$ cat src/rtl/seq_chunk_adder.sv
// -----------------------------------------------------------------------------
// seq_chunk_adder
//
// Multi-cycle W-bit adder built on a single CHUNK-bit ripple adder. Operand
// slices are fed LSB first, one slice per clock. The carry between slices is
// held in a register, so no carry path runs combinationally from one slice to
// the next. Valid/ready handshakes are used on both the operand side and the
// result side.
//
// Optional feature macro: SEQ_CHUNK_ADDER_OVF_EN
//   When defined, adds output oOvf: the two's-complement signed overflow of
//   the W-bit add. It is registered with oS/oC and is valid with oValid.
//
// Ports:
//   iClk    in   1  clock, rising edge
//   iRstn   in   1  synchronous active-low reset
//   iValid  in   1  operand pair valid
//   oReady  out  1  block can accept an operand pair (IDLE only)
//   iA      in   W  operand A
//   iB      in   W  operand B
//   iC      in   1  carry-in
//   oValid  out  1  result valid (held until iReady)
//   iReady  in   1  downstream accepts result
//   oS      out  W  sum
//   oC      out  1  carry-out of the W-bit add
//   oOvf    out  1  signed overflow (only with SEQ_CHUNK_ADDER_OVF_EN)
// -----------------------------------------------------------------------------

// Narrow combinational ripple-carry adder used for one slice per cycle.
module ripple_adder #(
   parameter int N = 8
) (
   input  logic [N-1:0] a,
   input  logic [N-1:0] b,
   input  logic         ci,
   output logic [N-1:0] s,
   output logic         co
);
   logic [N:0] c_s;

   assign c_s[0] = ci;

   for (genvar i = 0; i < N; i++) begin : g_fa
      assign s[i]     = a[i] ^ b[i] ^ c_s[i];
      assign c_s[i+1] = (a[i] & b[i]) | (c_s[i] & (a[i] ^ b[i]));
   end

   assign co = c_s[N];
endmodule

module seq_chunk_adder #(
   parameter int W     = 32,
   parameter int CHUNK = 8
) (
   input  logic         iClk,
   input  logic         iRstn,
   input  logic         iValid,
   output logic         oReady,
   input  logic [W-1:0] iA,
   input  logic [W-1:0] iB,
   input  logic         iC,
   output logic         oValid,
   input  logic         iReady,
   output logic [W-1:0] oS,
   output logic         oC
`ifdef SEQ_CHUNK_ADDER_OVF_EN
   ,
   output logic         oOvf
`endif
);
   localparam int NCHUNK = W / CHUNK;
   // A counter of at least one bit keeps NCHUNK=1 legal.
   localparam int CW = (NCHUNK > 1) ? $clog2(NCHUNK) : 1;
   localparam logic [CW-1:0] LAST_CNT = CW'(NCHUNK - 1);

   typedef enum logic [1:0] {
      IDLE = 2'd0,
      RUN  = 2'd1,
      DONE = 2'd2
   } state_t;

   state_t            state_r;
   logic [W-1:0]      a_r;
   logic [W-1:0]      b_r;
   logic [W-1:0]      res_r;
   logic              carry_r;
   logic [CW-1:0]     cnt_r;

   logic [CHUNK-1:0]  sum_s;
   logic              co_s;
   logic [W-1:0]      res_next_s;

   // Current slice: low bits of the operand shift registers plus the
   // registered carry from the previous slice.
   ripple_adder #(.N(CHUNK)) u_ripple (
      .a  (a_r[CHUNK-1:0]),
      .b  (b_r[CHUNK-1:0]),
      .ci (carry_r),
      .s  (sum_s),
      .co (co_s)
   );

   // Result register with the new slice sum shifted in at the MSB end; after
   // NCHUNK shifts the first slice has reached bit 0.
   if (NCHUNK == 1) begin : g_res_single
      assign res_next_s = sum_s;
   end else begin : g_res_multi
      assign res_next_s = {sum_s, res_r[W-1:CHUNK]};
   end

`ifdef SEQ_CHUNK_ADDER_OVF_EN
   logic ovf_s;

   // Carry into the MSB is recovered from the MSB sum bit; overflow is that
   // carry XOR the carry out of the MSB, both from the final slice.
   assign ovf_s = (a_r[CHUNK-1] ^ b_r[CHUNK-1] ^ sum_s[CHUNK-1]) ^ co_s;
`endif

   // Control FSM, slice datapath and registered handshake/result outputs.
   always_ff @(posedge iClk) begin
      if (!iRstn) begin
         state_r <= IDLE;
         a_r     <= '0;
         b_r     <= '0;
         res_r   <= '0;
         carry_r <= 1'b0;
         cnt_r   <= '0;
         oReady  <= 1'b1;
         oValid  <= 1'b0;
         oS      <= '0;
         oC      <= 1'b0;
`ifdef SEQ_CHUNK_ADDER_OVF_EN
         oOvf    <= 1'b0;
`endif
      end else begin
         case (state_r)
            IDLE: begin
               if (iValid) begin
                  a_r     <= iA;
                  b_r     <= iB;
                  carry_r <= iC;
                  cnt_r   <= '0;
                  state_r <= RUN;
                  oReady  <= 1'b0;
                  oValid  <= 1'b0;
               end else begin
                  state_r <= IDLE;
                  oReady  <= 1'b1;
                  oValid  <= 1'b0;
               end
            end

            RUN: begin
               a_r     <= a_r >> CHUNK;
               b_r     <= b_r >> CHUNK;
               res_r   <= res_next_s;
               carry_r <= co_s;
               cnt_r   <= cnt_r + 1'b1;
               oReady  <= 1'b0;
               if (cnt_r == LAST_CNT) begin
                  state_r <= DONE;
                  oValid  <= 1'b1;
                  oS      <= res_next_s;
                  oC      <= co_s;
`ifdef SEQ_CHUNK_ADDER_OVF_EN
                  oOvf    <= ovf_s;
`endif
               end else begin
                  state_r <= RUN;
                  oValid  <= 1'b0;
               end
            end

            DONE: begin
               // Result held for as long as the consumer stalls; no new
               // operand is taken in the same cycle as the handoff.
               if (iReady) begin
                  state_r <= IDLE;
                  oValid  <= 1'b0;
                  oReady  <= 1'b1;
               end else begin
                  state_r <= DONE;
                  oValid  <= 1'b1;
                  oReady  <= 1'b0;
               end
            end

            default: begin
               state_r <= IDLE;
               oReady  <= 1'b1;
               oValid  <= 1'b0;
            end
         endcase
      end
   end
endmodule

$ cat config.mk
export PLATFORM = sky130hd
export DESIGN_NAME = seq_chunk_adder
export DESIGN_NICKNAME = d
export VERILOG_FILES = /design/src/rtl/seq_chunk_adder.sv
export SDC_FILE = /design/constraint.sdc
export NUM_CORES = 1
export LEC_CHECK = 0
export ABC_AREA = 0
export BUFFER_PORTS_ARGS = -buffer_cell sky130_fd_sc_hd__clkbuf_2
export CAP_MARGIN = 25
export CORE_ASPECT_RATIO = 1.4
export CORE_UTILIZATION = 30
export DETAILED_ROUTE_END_ITERATION = 8
export HOLD_SLACK_MARGIN = 0.02
export SLEW_MARGIN = 25
export SYNTH_ARGS = -nofsm -noshare
export SYNTH_HDL_FRONTEND = slang
export SYNTH_SLANG_ARGS = --single-unit
$ cat constraint.sdc
create_clock -name iClk -period 4.2 [get_ports iClk]
set_input_delay 1.26 -clock iClk [delete_from_list [all_inputs] [get_ports iClk]]
set_output_delay 1.26 -clock iClk [all_outputs]
set_load 0.005 [all_outputs]
==> metrics.md <==
| Metric | Value |
|---|---|
| Outcome | `finished, final reports clean` |
| Clk buf depth | `2` |
| Yosys warnings | `0` |
| DRC | `0` |
| Resized Gates After CTS | `0` |
| Vias per std cell | `between 4 and 5` |
| Root buf cell | `clkbuf_16` |
| Slowest-stage cell, CP | `fa_1` |
| Post-synthesis cell type count | `24` |
| Row cnt | `between 50 and 60` |
| Crit Path Max Fanout | `2` |
| H-tree depth | `4` |
| DIE HEIGHT | `about 160 µm` |
| Seq cells post-synth | `128` |
| Post-layout nets | `~710` |
| RSZ-0062 raised after global routing | `no` |
| Worst slew pin tran | `between 900 and 1000 ps` |
| GPL Wtd Cong | `0.727` |
| CORE AREA | `roughly 18000 µm²` |
| Pre-CTS setup slack | `450 ps` |
| Kind of end point of the critical path | `flip-flop` |
| CTS Buf Count | `17` |
| Critical path arrival | `approximately 4100 ps` |
| Antenna Cells | `0` |
| Via count | `slightly below 4000` |
| Critical path class | `flip-flop to flip-flop` |
| Final core occ | `37.4%` |
| Syn-to-layout area delta | `22.2%` |
| Peak Freq | `~0.27 GHz` |
| Finished Layout Cells | `roughly 900` |
| PwrDens | `roughly 470 nW/µm²` |
| Post-Syn Area | `roughly 5500 µm²` |
| Die area | `roughly 19000 µm²` |
| Hold Path Class | `flip-flop to flip-flop` |
| Final Skew | `~11 ps` |
| Post-synthesis sequential area ratio | `between 40% and 50%` |
| Final worst path period need | `between 3000 and 4000 ps` |
| Hpwl dp | `approximately 8.2 mm` |
| Post-Place Cells | `approximately 850` |
| Final worst slack | `roughly 450 ps` |
| Slew Limit Fails | `0` |
| Placed cell area | `6090 µm²` |
| CTS tree | `yes` |
| Hold Vio Cnt, Final | `0` |
| Worst-path clk slew | `60 ps` |
| Starting Density | `30.6%` |
| Skew-Pair Late Insertion Delay | `between 400 and 500 ps` |
| Buf/Inv on CP | `3` |
| Synth Area per Inst | `~10 µm²` |
| Wirelength per Cell | `13.9 µm` |
| Max cap viols | `0` |
| CP Data Required Time | `4560 ps` |
| Vias in the first global route | `a little under 4000` |
| DRT iter0 DRCs | `~270` |
| Final Cycle Share | `just under 90%` |
| Share of cells above drive strength 1 | `22.7%` |
| Hold Worst Slack | `approximately 450 ps` |
| I/O pins | `around 100` |
| Tot Pwr | `3.17 mW` |
| Final setup vio count | `0` |
| Overflow after GRT | `0` |
| Area of the multi-input gates | `roughly 2600 µm²` |
| Reg area | `roughly 2600 µm²` |
| First-pass GRT wire length | `roughly 20 mm` |
| Fillers | `between 1500 and 2000` |
| Slew HR | `a little over a third` |
| P_leak | `approximately 3.2 nW` |
| Startpoint Class | `flip-flop` |
| Post-CTS Setup Bufs | `0` |
| Initial antenna violation count | `0` |
| Mapped Nets | `between 600 and 700` |
| Sum of negative setup slack | `0 ps` |
| VDD IR max | `about 0.00027 V` |
| DRT antenna net count | `0` |
| Critical Path, Cell by Cell | `fa_1 > inv_1 > fa_1 > inv_1 > fa_1 > fa_1 > fa_1 > fa_1 > fa_1 > inv_1 > fa_1 > nand2_1 > o211a_1` |
| Mapped Cells | `~540` |
| Buffers on Ports | `103` |
| CTS Sinks | `around 130` |
| Pre-antenna DRT Iters | `4` |
| CP top delay family | `adder cells` |
| Routed WL | `roughly 12 mm` |
| Cts hold-fix bufs | `0` |
| Largest stage delay, worst path | `about 430 ps` |
| Largest net degree at the start of global routing | `between 90 and 100` |
| Die width | `between 100 and 150 µm` |
| Most frequent cell on the critical path | `fa_1` |
| Fin area | `about 6700 µm²` |
| GRT Util Overall | `13.9%` |
path summary, 6_finish.rpt:
path,slack (ps),cells past startpoint,endpoint,start
max,450,13,res_r[31]$_SDFFE_PN0P_,a_r[0]$_SDFFE_PN0P_
min,450,2,oS[1]$_SDFFE_PN0P_,oS[1]$_SDFFE_PN0P_
max reg2reg,450,13,res_r[31]$_SDFFE_PN0P_,a_r[0]$_SDFFE_PN0P_
min reg2reg,450,2,oS[1]$_SDFFE_PN0P_,oS[1]$_SDFFE_PN0P_
synth_stat cells:
library cell  count  area, µm²
buf_6             7       78.8
dfxtp_1         128       2560
mux2_4            1       15.0
nand3_1           1       5.00
nand3b_1          1       7.51
and3_1            5       31.3
and2_1            1       6.26
nand2_1         121        454
buf_4             8       60.1
nand2b_1          5       31.3
a21boi_1         31        233
a32oi_1           1       8.76
and3b_1           1       8.76
buf_2            18       90.1
o21ai_1           1       5.00
nor2b_1          40        250
inv_1            10       37.5
o211a_1          50        500
a22oi_1          16        120
mux2i_1          71        711
a21oi_1           2       10.0
ha_1              5       62.6
clkbuf_1         11       41.3
fa_1              8        160
worst reg2reg max path, delay by kind of cell, from the launching register on:
family | cells | cell delay (ps)
compound gates | 1 | 140
simple gates | 1 | 80
buf+inv | 3 | 210
flops | 1 | 320
fa+ha+maj | 8 | 2940
layout make-up:
cell class | count | area share (%)
multi-input cells | 361 | 39.3
flip-flops and latches | 128 | 38.2
repair buffers | 108 | 8.28
clock buffers | 20 | 6.96
well taps | 240 | 4.48
clock inverters | 12 | 2.20
inverters | 10 | 0.559
report_power, final:
| part | switching, mW | internal [mW] |
|---|---|---|
| sequential | 0.0457 | 1.29 |
| clock | 0.574 | 0.935 |
| combinational | 0.172 | 0.161 |
cells by family (layout without fill, tap and decap cells):
family,Yosys count,after routing,share of synthesized area [%]
compound gates,101,101,16.0
fa+ha+maj,13,13,4.06
buf+inv,54,150,5.61
flops,128,128,46.7
mux,72,72,13.2
simple gates,175,175,14.5
registers in the layout, indices dropped and copies added (netlist names):
register / flops
a_r: 32
b_r: 32
carry_r: 1
cnt_r: 2
oC: 1
oReady: 1
oS: 32
oValid: 1
res_r: 24
state_r: 2
cells in the final DEF, fill, tap and decap left out, types with 6 or more instances in the layout:
cell type and n:
dfxtp_1 128, nand2_1 120, clkbuf_2 102, mux2i_1 70
o211a_1 50, nor2b_1 40, a21boi_1 31, clkbuf_16 17
a22oi_1 16, inv_1 10, fa_1 8, buf_4 6
routing by layer:
layer / track usage, % / share of wire, %
met4: 4.02 / 0.93
met1: 16.3 / 43
met2: 23.7 / 51
met3: 4.74 / 4.8
met5: 0 / 0
(Power assumes the default switching activity.)
